## src/rtl/fios_operand_mem.sv

```systemverilog
// ---------------------------------------------------------------------------
// fios_operand_mem
//   Operand and result storage around a FIOS Montgomery multiplier array.
//   The host loads X, Y, n (s blocks of 17 bits each, least significant
//   block first) and the single n_prime_0 block, then requests a run.
//   While running, the array pulls Y/n one block at a time, sees X through
//   a PE_NB-block window and pushes result blocks. Once the array flags the
//   last result, the stored result is streamed back out with valid/ready.
//
// Ports
//   clock_i, reset_n_i           clock, asynchronous active-low reset
//   load_valid_i/sel_i/data_i    host operand writes (IDLE only)
//   start_i                      run request
//   fios_start_o                 one-cycle start pulse to the array
//   X_o, Y_o, n_o, n_prime_0_o   operand views for the array
//   Y_fetch_i, n_fetch_i         advance the Y / n read pointer
//   shift_X_i                    advance the X window by PE_NB blocks
//   res_i, res_push_i, last_i    result block writes from the array
//   res_data_o/valid_o/ready_i   result read-out stream
//   busy_o, done_o, err_o        status (done pulses, err is sticky)
// ---------------------------------------------------------------------------
module fios_operand_mem #(
    parameter  int s     = 16,
    localparam int PE_NB = (2*s+5-1)/9+1
) (
    input  logic                  clock_i,
    input  logic                  reset_n_i,
    input  logic                  load_valid_i,
    input  logic [1:0]            load_sel_i,
    input  logic [16:0]           load_data_i,
    input  logic                  start_i,
    output logic                  fios_start_o,
    output logic [PE_NB*17-1:0]   X_o,
    output logic [16:0]           n_prime_0_o,
    output logic [16:0]           Y_o,
    output logic [16:0]           n_o,
    input  logic                  Y_fetch_i,
    input  logic                  n_fetch_i,
    input  logic                  shift_X_i,
    input  logic [16:0]           res_i,
    input  logic                  res_push_i,
    input  logic                  last_i,
    output logic [16:0]           res_data_o,
    output logic                  res_valid_o,
    input  logic                  res_ready_i,
    output logic                  busy_o,
    output logic                  done_o,
    output logic                  err_o
);

    localparam int AW   = (s > 1) ? $clog2(s) : 1;
    localparam int CW   = $clog2(s + 1);
    // First multiple of PE_NB at or above s: the window parks here (all zeros).
    localparam int XMAX = ((s + PE_NB - 1) / PE_NB) * PE_NB;
    localparam int XW   = $clog2(XMAX + PE_NB + 1);

    typedef enum logic [1:0] {IDLE, RUN, READ} state_t;

    state_t          state_q, state_d;
    logic            run_en_q;
    logic [AW-1:0]   x_wr_q, x_wr_d, y_wr_q, y_wr_d, n_wr_q, n_wr_d;
    logic [3:0]      loaded_q, loaded_d;          // {n_prime_0, n, Y, X}
    logic [AW-1:0]   y_ptr_q, y_ptr_d, n_ptr_q, n_ptr_d;
    logic [XW-1:0]   x_base_q, x_base_d;
    logic [CW-1:0]   r_idx_q, r_idx_d, rd_idx_q, rd_idx_d;
    logic            fios_start_q, fios_start_d;
    logic            done_q, done_d;
    logic            err_q, err_d;
    logic            x_we, y_we, n_we, np_we, r_we;

    logic [16:0]     x_mem [s];
    logic [16:0]     y_mem [s];
    logic [16:0]     n_mem [s];
    logic [16:0]     r_mem [s];
    logic [16:0]     np0_q;

    function automatic logic [AW-1:0] wrap_inc(input logic [AW-1:0] v);
        return (v == AW'(s - 1)) ? '0 : v + 1'b1;
    endfunction

    always_comb begin
        state_d      = state_q;
        x_wr_d       = x_wr_q;
        y_wr_d       = y_wr_q;
        n_wr_d       = n_wr_q;
        loaded_d     = loaded_q;
        y_ptr_d      = y_ptr_q;
        n_ptr_d      = n_ptr_q;
        x_base_d     = x_base_q;
        r_idx_d      = r_idx_q;
        rd_idx_d     = rd_idx_q;
        fios_start_d = 1'b0;
        done_d       = 1'b0;
        err_d        = err_q;
        x_we         = 1'b0;
        y_we         = 1'b0;
        n_we         = 1'b0;
        np_we        = 1'b0;
        r_we         = 1'b0;

        unique case (state_q)
            IDLE: begin
                if (load_valid_i) begin
                    unique case (load_sel_i)
                        2'd0: begin
                            x_we   = 1'b1;
                            x_wr_d = wrap_inc(x_wr_q);
                            if (x_wr_q == AW'(s - 1)) loaded_d[0] = 1'b1;
                        end
                        2'd1: begin
                            y_we   = 1'b1;
                            y_wr_d = wrap_inc(y_wr_q);
                            if (y_wr_q == AW'(s - 1)) loaded_d[1] = 1'b1;
                        end
                        2'd2: begin
                            n_we   = 1'b1;
                            n_wr_d = wrap_inc(n_wr_q);
                            if (n_wr_q == AW'(s - 1)) loaded_d[2] = 1'b1;
                        end
                        2'd3: begin
                            np_we       = 1'b1;
                            loaded_d[3] = 1'b1;
                        end
                    endcase
                end
                if (start_i) begin
                    if (&loaded_q) begin
                        state_d      = RUN;
                        fios_start_d = 1'b1;
                        y_ptr_d      = '0;
                        n_ptr_d      = '0;
                        x_base_d     = '0;
                        r_idx_d      = '0;
                    end else begin
                        err_d = 1'b1;
                    end
                end
            end

            RUN: begin
                if (load_valid_i) err_d = 1'b1;
                if (Y_fetch_i) y_ptr_d = wrap_inc(y_ptr_q);
                if (n_fetch_i) n_ptr_d = wrap_inc(n_ptr_q);
                if (shift_X_i && (x_base_q < XW'(XMAX))) x_base_d = x_base_q + XW'(PE_NB);
                if (res_push_i) begin
                    if (r_idx_q == CW'(s)) begin
                        err_d = 1'b1;
                    end else begin
                        r_we    = 1'b1;
                        r_idx_d = r_idx_q + 1'b1;
                    end
                end
                if (last_i) begin
                    state_d  = READ;
                    rd_idx_d = '0;
                end
            end

            READ: begin
                if (load_valid_i) err_d = 1'b1;
                if (r_idx_q == '0) begin
                    // Nothing was pushed: finish without presenting any data.
                    state_d = IDLE;
                    done_d  = 1'b1;
                end else if (res_ready_i) begin
                    rd_idx_d = rd_idx_q + 1'b1;
                    if (rd_idx_q == r_idx_q - 1'b1) begin
                        state_d = IDLE;
                        done_d  = 1'b1;
                    end
                end
            end

            default: state_d = IDLE;
        endcase
    end

    // Reset release is registered once so the first state update lands on
    // the second rising edge after deassertion.
    always_ff @(posedge clock_i or negedge reset_n_i) begin
        if (!reset_n_i) run_en_q <= 1'b0;
        else            run_en_q <= 1'b1;
    end

    always_ff @(posedge clock_i or negedge reset_n_i) begin
        if (!reset_n_i) begin
            state_q      <= IDLE;
            x_wr_q       <= '0;
            y_wr_q       <= '0;
            n_wr_q       <= '0;
            loaded_q     <= '0;
            y_ptr_q      <= '0;
            n_ptr_q      <= '0;
            x_base_q     <= '0;
            r_idx_q      <= '0;
            rd_idx_q     <= '0;
            fios_start_q <= 1'b0;
            done_q       <= 1'b0;
            err_q        <= 1'b0;
        end else if (run_en_q) begin
            state_q      <= state_d;
            x_wr_q       <= x_wr_d;
            y_wr_q       <= y_wr_d;
            n_wr_q       <= n_wr_d;
            loaded_q     <= loaded_d;
            y_ptr_q      <= y_ptr_d;
            n_ptr_q      <= n_ptr_d;
            x_base_q     <= x_base_d;
            r_idx_q      <= r_idx_d;
            rd_idx_q     <= rd_idx_d;
            fios_start_q <= fios_start_d;
            done_q       <= done_d;
            err_q        <= err_d;
        end
    end

    // Storage arrays: no reset, contents are defined only once loaded.
    always_ff @(posedge clock_i) begin
        if (run_en_q) begin
            if (x_we)  x_mem[x_wr_q]             <= load_data_i;
            if (y_we)  y_mem[y_wr_q]             <= load_data_i;
            if (n_we)  n_mem[n_wr_q]             <= load_data_i;
            if (np_we) np0_q                     <= load_data_i;
            if (r_we)  r_mem[r_idx_q[AW-1:0]]    <= res_i;
        end
    end

    // X window: blocks past the top of the operand read as zero.
    for (genvar gi = 0; gi < PE_NB; gi++) begin : g_xwin
        logic [XW-1:0] idx;
        assign idx = x_base_q + XW'(gi);
        assign X_o[gi*17 +: 17] = (idx < XW'(s)) ? x_mem[idx[AW-1:0]] : 17'd0;
    end

    assign Y_o          = y_mem[y_ptr_q];
    assign n_o          = n_mem[n_ptr_q];
    assign n_prime_0_o  = np0_q;
    assign res_data_o   = r_mem[rd_idx_q[AW-1:0]];
    assign res_valid_o  = (state_q == READ) && (r_idx_q != '0);
    assign fios_start_o = fios_start_q;
    assign busy_o       = (state_q != IDLE);
    assign done_o       = done_q;
    assign err_o        = err_q;

endmodule

```

## config.mk

```make
export PLATFORM = sky130hd
export DESIGN_NAME = fios_operand_mem
export DESIGN_NICKNAME = d
export VERILOG_FILES = /design/src/rtl/fios_operand_mem.sv
export SDC_FILE = /design/constraint.sdc
export NUM_CORES = 1
export LEC_CHECK = 0
export ABC_CLOCK_PERIOD_IN_PS = 10400
export CAP_MARGIN = 20
export CORE_UTILIZATION = 36
export DETAILED_ROUTE_END_ITERATION = 12
export RECOVER_POWER = 100
export SLEW_MARGIN = 10
export SYNTH_ARGS = -nofsm -noshare
export SYNTH_HDL_FRONTEND = slang
export SYNTH_SLANG_ARGS = --single-unit
```

## constraint.sdc

```tcl
create_clock -name clock_i -period 10.4 [get_ports clock_i]
set_input_delay 2.6 -clock clock_i [delete_from_list [all_inputs] [get_ports clock_i]]
set_output_delay 2.6 -clock clock_i [all_outputs]
set_load 0.005 [all_outputs]
```

Word-level counts from Yosys, hierarchy flattened
Memory sizes are Yosys's and may differ from the RTL's.
Cells that the tools add are included.
{"block": "word_totals", "inputBits": 46, "memories": 4, "ram_bits": 1088, "output_inout_bits": 158, "register_bits": 62}
{"name": "n_mem", "depth": 16, "word_bits": 17, "read_ports": 1, "rd_ports_with_merged_regs": 0, "write_ports": 1, "line": "73", "text": "logic [16:0] n_mem [s];"}
{"name": "r_mem", "depth": 16, "word_bits": 17, "read_ports": 1, "rd_ports_with_merged_regs": 0, "write_ports": 1, "line": "74", "text": "logic [16:0] r_mem [s];"}
{"name": "x_mem", "depth": 16, "word_bits": 17, "read_ports": 5, "rd_ports_with_merged_regs": 0, "write_ports": 1, "line": "71", "text": "logic [16:0] x_mem [s];"}
{"name": "y_mem", "depth": 16, "word_bits": 17, "read_ports": 1, "rd_ports_with_merged_regs": 0, "write_ports": 1, "line": "72", "text": "logic [16:0] y_mem [s];"}
{"block": "op_classes", "n_mux": 74, "addsub": 13, "reduce_logical": 26, "eq_ne": 25, "n_lt_le_gt_ge": 6}
{"operator": "two-way mux 17 bit", "n": 5}
{"operator": "two-way mux 5 bit", "n": 8}
{"operator": "two-way mux 1 bit", "n": 39}
{"operator": "two-way mux 4 bit", "n": 9}
{"operator": "AND reduction 5 bit", "n": 7}
{"operator": "less-than comparator 5 bit, second input constant", "n": 6}
{"operator": "one-hot mux 5 bit (2 select lines)", "n": 3}
{"operator": "AND reduction 4 bit", "n": 6}
{"operator": "inequality test 2 bit, second input constant", "n": 11}
{"operator": "adder 4 x 1 -> 4 bit, second input constant", "n": 5}
{"operator": "equality test 4 bit, second input constant", "n": 5}
{"operator": "one-hot mux 4 bit (2 select lines)", "n": 2}
{"operator": "adder 5 x 1 -> 5 bit, second input constant", "n": 3}
{"operator": "two-way mux 2 bit", "n": 6}
{"operator": "AND reduction 6 bit", "n": 2}
{"operator": "adder 5 x 2 -> 5 bit, second input constant", "n": 2}
{"operator": "adder 5 x 3 -> 5 bit, second input constant", "n": 2}
{"operator": "equality test 2 bit, second input constant", "n": 3}
{"operator": "inequality test 3 bit, second input constant", "n": 2}
{"operator": "one-hot mux 2 bit (3 select lines)", "n": 1}
{"operator": "nonzero test 2 bit", "n": 3}
{"operator": "equality test 5 bit", "n": 1}
{"operator": "equality test 5 bit, second input constant", "n": 1}
{"operator": "zero test 5 bit", "n": 1}
{"operator": "8 further kinds", "n": 11}

Depth between registers and ports, before layout
{"block": "logic_depth", "depth_word": 7, "ltp_mapped": 15}

Worst setup path before layout
No wires, ideal clock.
{"block": "synth_timing", "path_type": "reg2out", "from": "reg x_base_q[1]", "to": "out X_o[40]", "path_stages_with_launch": 13, "arrival_ps": 3226, "slack_ps": 4574, "path_buffers": 7, "path_cell_list": "dfrtp_1 clkbuf_1 buf_2 buf_2 buf_2 inv_1 ha_1 clkbuf_1 buf_2 clkbuf_1 mux4_2 mux4_2 nor2b_1"}
{"block": "synth_via", "elab_chain_cells": 3}
{"item": "start, declared", "line": "64", "text": "logic [XW-1:0] x_base_q, x_base_d;"}
{"item": "start signal, assigned", "line": "208", "text": "x_base_q <= x_base_d;"}
{"item": "adder 5 x 2 -> 5 bit (*)", "line": "231", "text": "assign idx = x_base_q + XW'(gi);"}
{"item": "memory read (16 x 17 bit) or less-than comparator 5 bit (tied branches)"}
{"item": "two-way mux 17 bit (*)", "line": "232", "text": "assign X_o[gi*17 +: 17] = (idx < XW'(s)) ? x_mem[idx[AW-1:0]] : 17'd0;"}
{"item": "end, declared", "line": "33", "text": "output logic [PE_NB*17-1:0] X_o,"}
Mark *: on every way between the ends. The rest lies on a longest branch, timed or not.

Worst setup path in the final report
{"block": "layout_timing", "from": "reg x_base_q[1]", "to": "out X_o[22]"}
{"block": "layout_via", "elab_chain_cells": 3}
{"item": "adder 5 x 1 -> 5 bit (*)", "line": "231"}
{"item": "memory read (16 x 17 bit) or less-than comparator 5 bit (tied branches)"}
{"item": "two-way mux 17 bit (*)", "line": "232"}
Marked as above.

==> impl_results.md <==
* Status: finished with violations
* Violations in the final reports: max-capacitance violations, max-slew violations
* Syn_area_per_cell at ~18 sq um
* Initial detailed-routing violation count at approximately 3.4k
* Gpl congestion at between 0.8 and 0.9
* GR Util All Layers at between 10% and 20%
* CTS buffer count at approximately 120
* Placed cells at ~4.9k
* Drt first pass iters at 6
* Crit path required time at slightly below 8 ns
* Postcts setup bufs at 0
* Max cap viols at 55
* DRC violations left at 0
* Die Y at roughly 380 microns
* Commonest non-fill, non-tap cell in the layout: edfxtp_1
* I/O pin cnt at between 200 and 250
* Initial antenna violation count at 24
* Clk Latency, worst-skew pair at approximately 0.8 ns
* Share of layout cells above drive strength 1 at 22.3%
* Fillers at about 13k
* Hold buffers post-CTS at 0
* Global-route wire length before repair at 205000 microns
* Root Buffer: clkbuf_16
* Synth Flop Type: edfxtp_1
* Worst min path class: flop to flop
* Final hold vios at 0
* Asr flop ratio synth at 3.91%
* DR WL/cell at roughly 28 microns
* Seq. cell area at approximately 0.034 sq mm
* VDD IR max at between 0.4 and 0.5 mV
* Slew @ Worst Pin at 4.15 ns
* Clk pin slew, worst setup/hold paths at about 0.06 ns
* Die area at between 0.1 and 0.15 sq mm
* Setup TNS at 0 ns
* TritonCTS clock tree: done
* Post-Syn Area at between 0.05 and 0.06 sq mm
* Number of synthesized register bits at approximately 1.2k
* CP arrival at 6.32 ns
* Crit end category: primary output
* Final instance area at between 0.05 and 0.06 sq mm
* Port Buffers at 203
* Non-filler instance count after layout at 5099
* Cell Pwr Density at about 290 mW/mm^2
* Commonest cells after routing, fill and taps aside: edfxtp_1, mux4_2, nand2_1
* Placed Area at roughly 0.056 sq mm
* Max Clock Freq at between 100 and 150 MHz
* Synth unique cells at between 60 and 70
* Yosys warning count at 0
* Starting utilization of the core area at between 30% and 40%
* Final wirelength at 143000 microns
* Vias/cell at 5.72
* Core Area at between 0.1 and 0.15 sq mm
* Chip Width at 382 microns
* Setup Viol. Count Final at 0
* Via count at slightly below 30k
* Max_slew headroom at -177%
* Critical path class: flop to primary output
* Post-synth EDFFs at 1105
* Worst-path maximum fanout at 53
* # resized after CTS at 0
* Net Count, Synth at 2952
* Fin util at between 40% and 50%
* Setup crit start kind: flop
* Final nets at between 3k and 4k
* Antenna Nets Post-Route at 0
* Multi-input gate area at 0.0169 sq mm
* Max clock buf depth at 3
* Syn-to-layout area delta at 15.0%
* GRT overflow at 0
* Unrepaired setup endpoints after global routing: false
* Post-route clock skew at about 0.083 ns
* Fin crit share at 85.7%
* H-Tree Level Count at 3
* Max Slew Vio Count at roughly 1.7k
* Vias in the first global route at 28.6k
* Final min period at about 8.9 ns
* Leakage at ~19 nW
* Hpwl dp at around 86000 microns
* Largest net degree at the start of global routing at around 150
* Core Rows at around 140
* Clock Sinks at around 1.2k
* Post-synthesis sequential area ratio at around 66%
* Cells after Synth at around 2.9k
-- path summary, 6_finish.rpt --
path | from | to | slack (ns) | cells past startpoint
max | x_base_q[1] | X_o[22] | 1.48 | 8
min | loaded_q[3] | loaded_q[3] | 0.47 | 1
max reg2reg | rd_idx_q[2] | state_q[0] | 5.44 | 6
min reg2reg | loaded_q[3] | loaded_q[3] | 0.47 | 1
max in group asynchronous | reset_n_i | rd_idx_q[0] | 5.50 | 2
min in group asynchronous | reset_n_i | x_wr_q[2] | 2.88 | 2
-- report_power, final --
part / switching, W / internal [W]
clock network: 0.00182 / 0.00226
logic: 0.00402 / 0.00364
registers: 0.000223 / 0.00519
total: 0.00606 / 0.0111
-- sequential cells by signal (all words and copies together) (netlist names) --
name,count
n_mem,272
r_mem,272
x_mem,272
y_mem,272
n_prime_0_o,17
r_idx_q,5
rd_idx_q,5
x_base_q,5
loaded_q,4
n_ptr_q,4
n_wr_q,4
x_wr_q,4
y_ptr_q,4
y_wr_q,4
state_q,2
done_o,1
err_o,1
fios_start_o,1
run_en_q,1
-- final cells by class --
class,instances,area share (%)
flip-flops and latches,1150,57.4
diodes,5,0.0209
clock buffers,139,5.03
multi-input cells,1501,28.2
clock inverters,79,1.18
repair buffers,303,4.09
well taps,1903,3.98
inverters,19,0.119
-- worst max-delay path, cell delays in order, from the launching register on --
cell and delay (ns):
dfrtp_1 1.54, buf_4 0.85, ha_1 0.42, nand2_1 0.10
xor2_1 0.92, buf_4 0.44, a211oi_1 0.08, a211oi_1 0.56
clkdlybuf4s50_1 0.63
-- stage by stage --
stage	hold WS, ns	worst slack (ns)	total power [W]
after global placement	0.447	3.39	0.0133
after floorplan	0.431	4.57	0.0101
after global routing	0.507	1.14	0.0179
after CTS	0.471	2.53	0.0174
after detailed placement	0.457	3.35	0.0133
final	0.466	1.48	0.0171
-- layer usage --
metal  part of all wire (%)  global-route usage, %  vias to the layer above
met4                    2.7                   5.99                       20
met1                     42                   27.0                    15200
met5                  0.081                      0                        -
met2                     46                   29.8                     1403
met3                    9.0                   4.37                      234
li1                       -                      -                    12300
-- cell usage after synthesis, types with 3 or more instances --
master / count / share of area, %
a211oi_1: 52 / 0.75
a21o_1: 3 / 0.043
a21oi_1: 39 / 0.38
a221oi_1: 17 / 0.29
a22o_1: 11 / 0.19
a22oi_1: 17 / 0.25
a32oi_1: 32 / 0.54
and2_1: 4 / 0.048
and3_1: 8 / 0.096
and4_1: 4 / 0.067
buf_1: 20 / 0.14
buf_2: 65 / 0.63
buf_4: 9 / 0.13
buf_6: 3 / 0.065
clkbuf_1: 107 / 0.77
dfrtp_1: 45 / 2.2
edfxtp_1: 1105 / 64
ha_1: 32 / 0.77
inv_1: 18 / 0.13
mux2_2: 18 / 0.39
mux2i_1: 119 / 2.3
mux4_2: 447 / 19
nand2_1: 276 / 2.0
nand2b_1: 9 / 0.11
nand3_1: 83 / 0.80
nand4_1: 36 / 0.43
nor2_1: 56 / 0.40
nor2b_1: 91 / 1.1
nor3_1: 24 / 0.23
nor3b_1: 5 / 0.072
nor4_1: 4 / 0.048
o211ai_1: 4 / 0.058
o21ai_0: 48 / 0.46
o21ai_1: 3 / 0.029
o31ai_1: 3 / 0.043
or2_2: 3 / 0.036
xnor2_1: 19 / 0.32
xor2_1: 6 / 0.10
-- cell families after synthesis --
group | share of synthesized area, %
adder cells (fa/ha/maj) | 0.770
multiplexers | 22.1
flip-flops | 66.0
AO/OA/AOI/OAI | 3.32
AND/OR/NAND/NOR | 5.53
buffers and inverters | 1.87
other | 0.00721
XOR/XNOR | 0.452
(Power assumes the default switching activity.)
